`src/rtl/timer_run_ctrl.sv`:
```
// timer_run_ctrl: run-time controller for the countdown timer.
// Loads the clamped preset while idle, counts down on the 1 Hz tick,
// handles start/pause/clear/acknowledge pulses and raises a timed alarm
// when the count reaches 0:00:00. All outputs come straight from registers.
module timer_run_ctrl #(
  parameter logic [3:0]  MODE_TIMER = 4'b0001,
  parameter int unsigned ALARM_SECS = 10
) (
  input  logic       CLK,
  input  logic       RESET,
  input  logic [3:0] MODE,
  input  logic [3:0] BTN_SYNC,
  input  logic       TICK_1HZ,
  input  logic [6:0] SET_HOUR,
  input  logic [6:0] SET_MIN,
  input  logic [6:0] SET_SEC,
  output logic [6:0] HOUR,
  output logic [6:0] MIN,
  output logic [6:0] SEC,
  output logic [1:0] STATE,
  output logic       ALARM
);

  typedef enum logic [1:0] {
    IDLE_ST  = 2'b00,
    RUN_ST   = 2'b01,
    PAUSE_ST = 2'b10,
    DONE_ST  = 2'b11
  } state_t;

  localparam logic [7:0] ALARM_LOAD = 8'(ALARM_SECS);
  localparam logic [6:0] HOUR_MAX   = 7'd12;
  localparam logic [6:0] MINSEC_MAX = 7'd59;

  // Saturate a preset field to its legal maximum.
  function automatic logic [6:0] clamp_f(input logic [6:0] val, input logic [6:0] lim);
    logic [6:0] res;
    if (val > lim) begin
      res = lim;
    end else begin
      res = val;
    end
    return res;
  endfunction

  state_t     state_r, state_nxt_s;
  logic [6:0] hour_r, min_r, sec_r;
  logic [6:0] hour_nxt_s, min_nxt_s, sec_nxt_s;
  logic       alarm_r, alarm_nxt_s;
  logic [7:0] acnt_r, acnt_nxt_s;

  logic       btn_ok_s;
  logic       clr_s, ack_s, pause_s, start_s;
  logic [6:0] pre_hour_s, pre_min_s, pre_sec_s;
  logic       pre_nz_s;
  logic [6:0] dec_hour_s, dec_min_s, dec_sec_s;
  logic       dec_zero_s;

  // Qualify buttons by mode and keep only the highest-priority pulse.
  always_comb begin
    btn_ok_s = (MODE == MODE_TIMER);
    clr_s    = btn_ok_s & BTN_SYNC[2];
    ack_s    = btn_ok_s & BTN_SYNC[3] & ~BTN_SYNC[2];
    pause_s  = btn_ok_s & BTN_SYNC[1] & ~BTN_SYNC[2] & ~BTN_SYNC[3];
    start_s  = btn_ok_s & BTN_SYNC[0] & ~BTN_SYNC[1] & ~BTN_SYNC[2] & ~BTN_SYNC[3];
  end

  // Clamp the incoming preset and flag whether it is nonzero.
  always_comb begin
    pre_hour_s = clamp_f(SET_HOUR, HOUR_MAX);
    pre_min_s  = clamp_f(SET_MIN, MINSEC_MAX);
    pre_sec_s  = clamp_f(SET_SEC, MINSEC_MAX);
    pre_nz_s   = (pre_hour_s != 7'd0) || (pre_min_s != 7'd0) || (pre_sec_s != 7'd0);
  end

  // One-second borrow-chain decrement of the current count.
  always_comb begin
    dec_hour_s = hour_r;
    dec_min_s  = min_r;
    dec_sec_s  = sec_r;
    if (sec_r != 7'd0) begin
      dec_sec_s = sec_r - 7'd1;
    end else if (min_r != 7'd0) begin
      dec_min_s = min_r - 7'd1;
      dec_sec_s = MINSEC_MAX;
    end else if (hour_r != 7'd0) begin
      dec_hour_s = hour_r - 7'd1;
      dec_min_s  = MINSEC_MAX;
      dec_sec_s  = MINSEC_MAX;
    end else begin
      dec_sec_s = 7'd0;
    end
    dec_zero_s = (dec_hour_s == 7'd0) && (dec_min_s == 7'd0) && (dec_sec_s == 7'd0);
  end

  // Next-state, count, alarm and alarm-counter logic.
  always_comb begin
    state_nxt_s = state_r;
    hour_nxt_s  = hour_r;
    min_nxt_s   = min_r;
    sec_nxt_s   = sec_r;
    alarm_nxt_s = alarm_r;
    acnt_nxt_s  = acnt_r;
    case (state_r)
      IDLE_ST: begin
        hour_nxt_s  = pre_hour_s;
        min_nxt_s   = pre_min_s;
        sec_nxt_s   = pre_sec_s;
        alarm_nxt_s = 1'b0;
        acnt_nxt_s  = 8'd0;
        if (start_s && pre_nz_s) begin
          state_nxt_s = RUN_ST;
        end else begin
          state_nxt_s = IDLE_ST;
        end
      end
      RUN_ST: begin
        if (clr_s) begin
          state_nxt_s = IDLE_ST;
        end else if (pause_s) begin
          state_nxt_s = PAUSE_ST;
        end else if (TICK_1HZ) begin
          hour_nxt_s = dec_hour_s;
          min_nxt_s  = dec_min_s;
          sec_nxt_s  = dec_sec_s;
          if (dec_zero_s) begin
            state_nxt_s = DONE_ST;
            alarm_nxt_s = 1'b1;
            acnt_nxt_s  = ALARM_LOAD;
          end else begin
            state_nxt_s = RUN_ST;
          end
        end else begin
          state_nxt_s = RUN_ST;
        end
      end
      PAUSE_ST: begin
        if (clr_s) begin
          state_nxt_s = IDLE_ST;
        end else if (start_s) begin
          state_nxt_s = RUN_ST;
        end else begin
          state_nxt_s = PAUSE_ST;
        end
      end
      DONE_ST: begin
        hour_nxt_s = 7'd0;
        min_nxt_s  = 7'd0;
        sec_nxt_s  = 7'd0;
        if (clr_s || ack_s) begin
          state_nxt_s = IDLE_ST;
          alarm_nxt_s = 1'b0;
          acnt_nxt_s  = 8'd0;
        end else if (TICK_1HZ) begin
          // A counter already at 0 would never expire, so treat it as last tick too.
          if (acnt_r <= 8'd1) begin
            state_nxt_s = IDLE_ST;
            alarm_nxt_s = 1'b0;
            acnt_nxt_s  = 8'd0;
          end else begin
            acnt_nxt_s = acnt_r - 8'd1;
          end
        end else begin
          state_nxt_s = DONE_ST;
        end
      end
      default: begin
        state_nxt_s = IDLE_ST;
        hour_nxt_s  = 7'd0;
        min_nxt_s   = 7'd0;
        sec_nxt_s   = 7'd0;
        alarm_nxt_s = 1'b0;
        acnt_nxt_s  = 8'd0;
      end
    endcase
  end

  // State and output registers with asynchronous active-low reset.
  always_ff @(posedge CLK or negedge RESET) begin
    if (!RESET) begin
      state_r <= IDLE_ST;
      hour_r  <= 7'd0;
      min_r   <= 7'd0;
      sec_r   <= 7'd0;
      alarm_r <= 1'b0;
      acnt_r  <= 8'd0;
    end else begin
      state_r <= state_nxt_s;
      hour_r  <= hour_nxt_s;
      min_r   <= min_nxt_s;
      sec_r   <= sec_nxt_s;
      alarm_r <= alarm_nxt_s;
      acnt_r  <= acnt_nxt_s;
    end
  end

  assign HOUR  = hour_r;
  assign MIN   = min_r;
  assign SEC   = sec_r;
  assign STATE = state_r;
  assign ALARM = alarm_r;

endmodule

```
`config.mk`:
```
export PLATFORM = sky130hd
export DESIGN_NAME = timer_run_ctrl
export DESIGN_NICKNAME = d
export VERILOG_FILES = /design/src/rtl/timer_run_ctrl.sv
export SDC_FILE = /design/constraint.sdc
export NUM_CORES = 1
export LEC_CHECK = 0
export CAP_MARGIN = 10
export CORE_MARGIN = 3
export CORE_UTILIZATION = 40
export CTS_BUF_LIST = sky130_fd_sc_hd__clkbuf_2
export DETAILED_ROUTE_END_ITERATION = 6
export MAX_ROUTING_LAYER = met4
export PLACE_DENSITY = 0.66
export SYNTH_ARGS = -nofsm -noshare
export SYNTH_HDL_FRONTEND = slang
export SYNTH_SLANG_ARGS = --single-unit
```
`constraint.sdc`:
```
create_clock -name CLK -period 5.4 [get_ports CLK]
set_input_delay 0.81 -clock CLK [delete_from_list [all_inputs] [get_ports CLK]]
set_output_delay 0.81 -clock CLK [all_outputs]
set_load 0.1 [all_outputs]
```
==> results.md <==
- Status: completed
- Max IR drop VDD: roughly 360 uV
- Final Cycle Share: 66.7%
- Routed vias: approximately 2.8k
- Max FO, Critical Path: 8
- Synth Area per Inst: roughly 8 um^2
- Post-Route Utilization: between 50% and 60%
- Boundary pin count: between 50 and 60
- Vias in the first global route: around 2.6k
- Initial DRC Count: 249
- WS Path Type: flip-flop to flip-flop
- Initial antenna violation count: 0
- Fin Setup TNS: 0 ns
- Setup WS post-layout: 1.80 ns
- Largest net degree at the start of global routing: 33
- Setup bufs post-CTS: 0
- Placed cell area: about 3200 um^2
- Crit path arrival time: 3.88 ns
- Pwr per Cell Area: 491 nW/um^2
- CTS max path bufs: 2
- Clk_lat worst skew: 0.38 ns
- HPWL Detailed: 6030 um
- R2r setup slk: roughly 1.8 ns
- # setup viols final: 0
- # clock sinks: 32
- Nets: approximately 420
- Non-filler cells, final: roughly 450
- Post-CTS sizing: 0
- Fmax: about 280 MHz
- Worst path required time: 5.68 ns
- Leak: around 1.2 nW
- Routability cong.: 0.894
- Place WS: between 1.5 and 2 ns
- Finished Cell Area: between 3000 and 4000 um^2
- Clk_skew: a little under 0.02 ns
- Worst hold slack: around 0.53 ns
- Port bufs: 55
- Post-synthesis async set-or-reset flop share: 100%
- DIE AREA: 7550 um^2
- Antenna fix cells: 0
- Power, Total: 1.60 mW
- Post-Synthesis Cell Area: 2620 um^2
- Worst Setup End Kind: flip-flop
- Starting Density: about 43%
- Core area: around 6000 um^2
- Worst Setup Start Kind: flip-flop
- Fin crit period: between 3 and 4 ns
- Dpl cells: 445
- Area of the multi-input gates: 1710 um^2
- Width of the chip: roughly 87 um
- Cells on worst reg2reg path: 10
- Reg2reg end: acnt_r[5]
- Least-Margin Pin Slew: ~0.98 ns
- DRC viols: 0
- First-pass GRT wire length: 13400 um
- Synth unique cells: 68
- Max-cap violations: 0
- Register Area: ~800 um^2
- Post-route ant nets: 0
- Number of synthesized flops with an enable pin: 0
- Syn nets: about 370
- Gr ovfl total: 0
- H-tree Lvls: 2
- # fillers: just under 600
- Vias per cell: a little over 6
- Layout cell share with drive strength beyond 1: between 8 and 9%
- RSZ-0062 raised after global routing: no
- Fin. Hold Viols: 0
- Num CTS Buffers: 5
- Clk root buf: clkbuf_2
- Hold_buf cts: 0
- CP Capture Point: acnt_r[5]
- Sequential area share after synthesis: between 30% and 40%
- DRT Wirelength: 8060 um
- Hold crit path type: flip-flop to flip-flop
- DR pass1 iterations: 5
- Gr usage total: approximately 23%
- Die Ht: roughly 87 um
- Max-slew violations: 0
- FF-to-FF Start: MIN[1]
- Post-synthesis cell count: between 300 and 400
- Row Count: 28
- Area growth syn-to-layout: 24.7%
- Synthesis Warnings: 0
- Clock-pin slew of the registers on the worst-case setup and hold paths: around 0.19 ns
- Top FF cell, synth: dfrtp_1
- First element of the critical path: MIN[1]
- #FFs+latches synth: 32
- CTS tree: yes
- Avg WL per Cell: 17.8 um
- Max-slew headroom: between 30% and 40%
[placed cells by master (no fill, tap or decap), types with 5 or more instances in the layout]
cell             count
a21oi_1             13
clkbuf_2             5
clkdlybuf4s50_1     55
dfrtp_1             32
ha_1                 7
inv_1               11
mux2i_1              6
nand2_1             39
nand3_1             14
nor2_1              32
nor2b_1              7
nor3_1              13
nor4_1               8
o21ai_0             34
o22ai_1              5
o31ai_1              7
[report_power, final]
| part | leakage [nW] | switching, mW | internal [mW] |
|---|---|---|---|
| combinational | 0.813 | 0.738 | 0.302 |
| clock | 0.0302 | 0.0884 | 0.0290 |
| sequential | 0.407 | 0.147 | 0.301 |
[flip-flops by register name (all words and copies together) (netlist names)]
| signal | cells |
|---|---|
| acnt_r | 8 |
| SEC | 7 |
| ALARM | 1 |
| MIN | 7 |
| STATE | 2 |
| HOUR | 7 |
[cell type report]
cell class / count / share of cell area, %
clock buffers: 5 / 0.766
inverters: 11 / 1.26
clock inverters: 3 / 0.421
well taps: 75 / 2.87
repair buffers: 59 / 17.8
flip-flops and latches: 32 / 24.5
multi-input cells: 268 / 52.4
[routing by layer]
| metal | share of wire (%) | routed length (um) | vias up | GRT usage, % |
|---|---|---|---|---|
| met3 | 8.2 | 658 | 13 | 4.26 |
| met1 | 46 | 3720 | 1319 | 32.9 |
| met4 | 1.3 | 106 | 0 | 5.38 |
| met5 | 0 | 0 | - | - |
| li1 | - | - | 1327 | - |
| met2 | 44 | 3580 | 126 | 33.3 |
[worst max-delay path, stage by stage, from the launching register on]
cell,delay [ns]
dfrtp_1,0.50
inv_1,0.15
ha_1,0.23
nor2b_1,0.42
nand4_2,0.31
nor4b_1,0.42
mux2i_1,0.33
nand4_2,0.21
or4_4,0.63
a22oi_2,0.20
o22ai_1,0.10
[synthesized netlist by cell type (2+ instances only)]
master | instances | share of area [%]
nand3_1 | 14 | 2.7
a21o_1 | 2 | 0.57
o21ai_0 | 34 | 6.5
nand2b_1 | 4 | 0.96
nor2b_1 | 7 | 1.7
o21bai_1 | 3 | 0.86
o31ai_1 | 7 | 2.0
a22oi_1 | 2 | 0.57
o2bb2ai_1 | 2 | 0.67
a32o_1 | 2 | 0.76
nand4_2 | 3 | 1.4
nor3_1 | 13 | 2.5
o211ai_1 | 4 | 1.1
dfrtp_1 | 32 | 31
a21boi_0 | 2 | 0.57
nor2_1 | 32 | 4.6
a22o_1 | 2 | 0.67
o311ai_0 | 2 | 0.67
nand4_1 | 2 | 0.48
nor4_1 | 8 | 1.9
a31oi_1 | 4 | 0.96
a21oi_1 | 13 | 2.5
a211oi_1 | 3 | 0.86
mux2i_1 | 6 | 2.3
or3_1 | 3 | 0.72
xnor2_1 | 2 | 0.67
a31o_2 | 2 | 0.67
o22ai_1 | 5 | 1.2
o2111ai_1 | 2 | 0.67
inv_1 | 11 | 1.6
nand2_1 | 39 | 5.6
nor4_4 | 2 | 1.6
clkbuf_1 | 13 | 1.9
nor4b_1 | 4 | 1.3
ha_1 | 7 | 3.3
[cell families after synthesis]
| family | share of synthesized area (%) |
|---|---|
| adder cells (fa/ha/maj) | 3.34 |
| flip-flops | 30.6 |
| XOR/XNOR | 1.00 |
| multiplexers | 2.72 |
| buffers and inverters | 4.06 |
| AND/OR/NAND/NOR | 31.1 |
| AO/OA/AOI/OAI | 27.2 |
[worst min-delay path by stage]
stage | depth (start not counted) | from | slack (ns) | end
CTS | 1 | acnt_r[6] | 0.54 | acnt_r[6]
floorplan | 1 | acnt_r[6] | 0.46 | acnt_r[6]
detailed placement | 1 | acnt_r[6] | 0.49 | acnt_r[6]
finish | 1 | acnt_r[6] | 0.53 | acnt_r[6]
global placement | 1 | acnt_r[6] | 0.50 | acnt_r[6]
global route | 1 | acnt_r[6] | 0.57 | acnt_r[6]
Note: power is estimated with default switching activity, not from simulation.
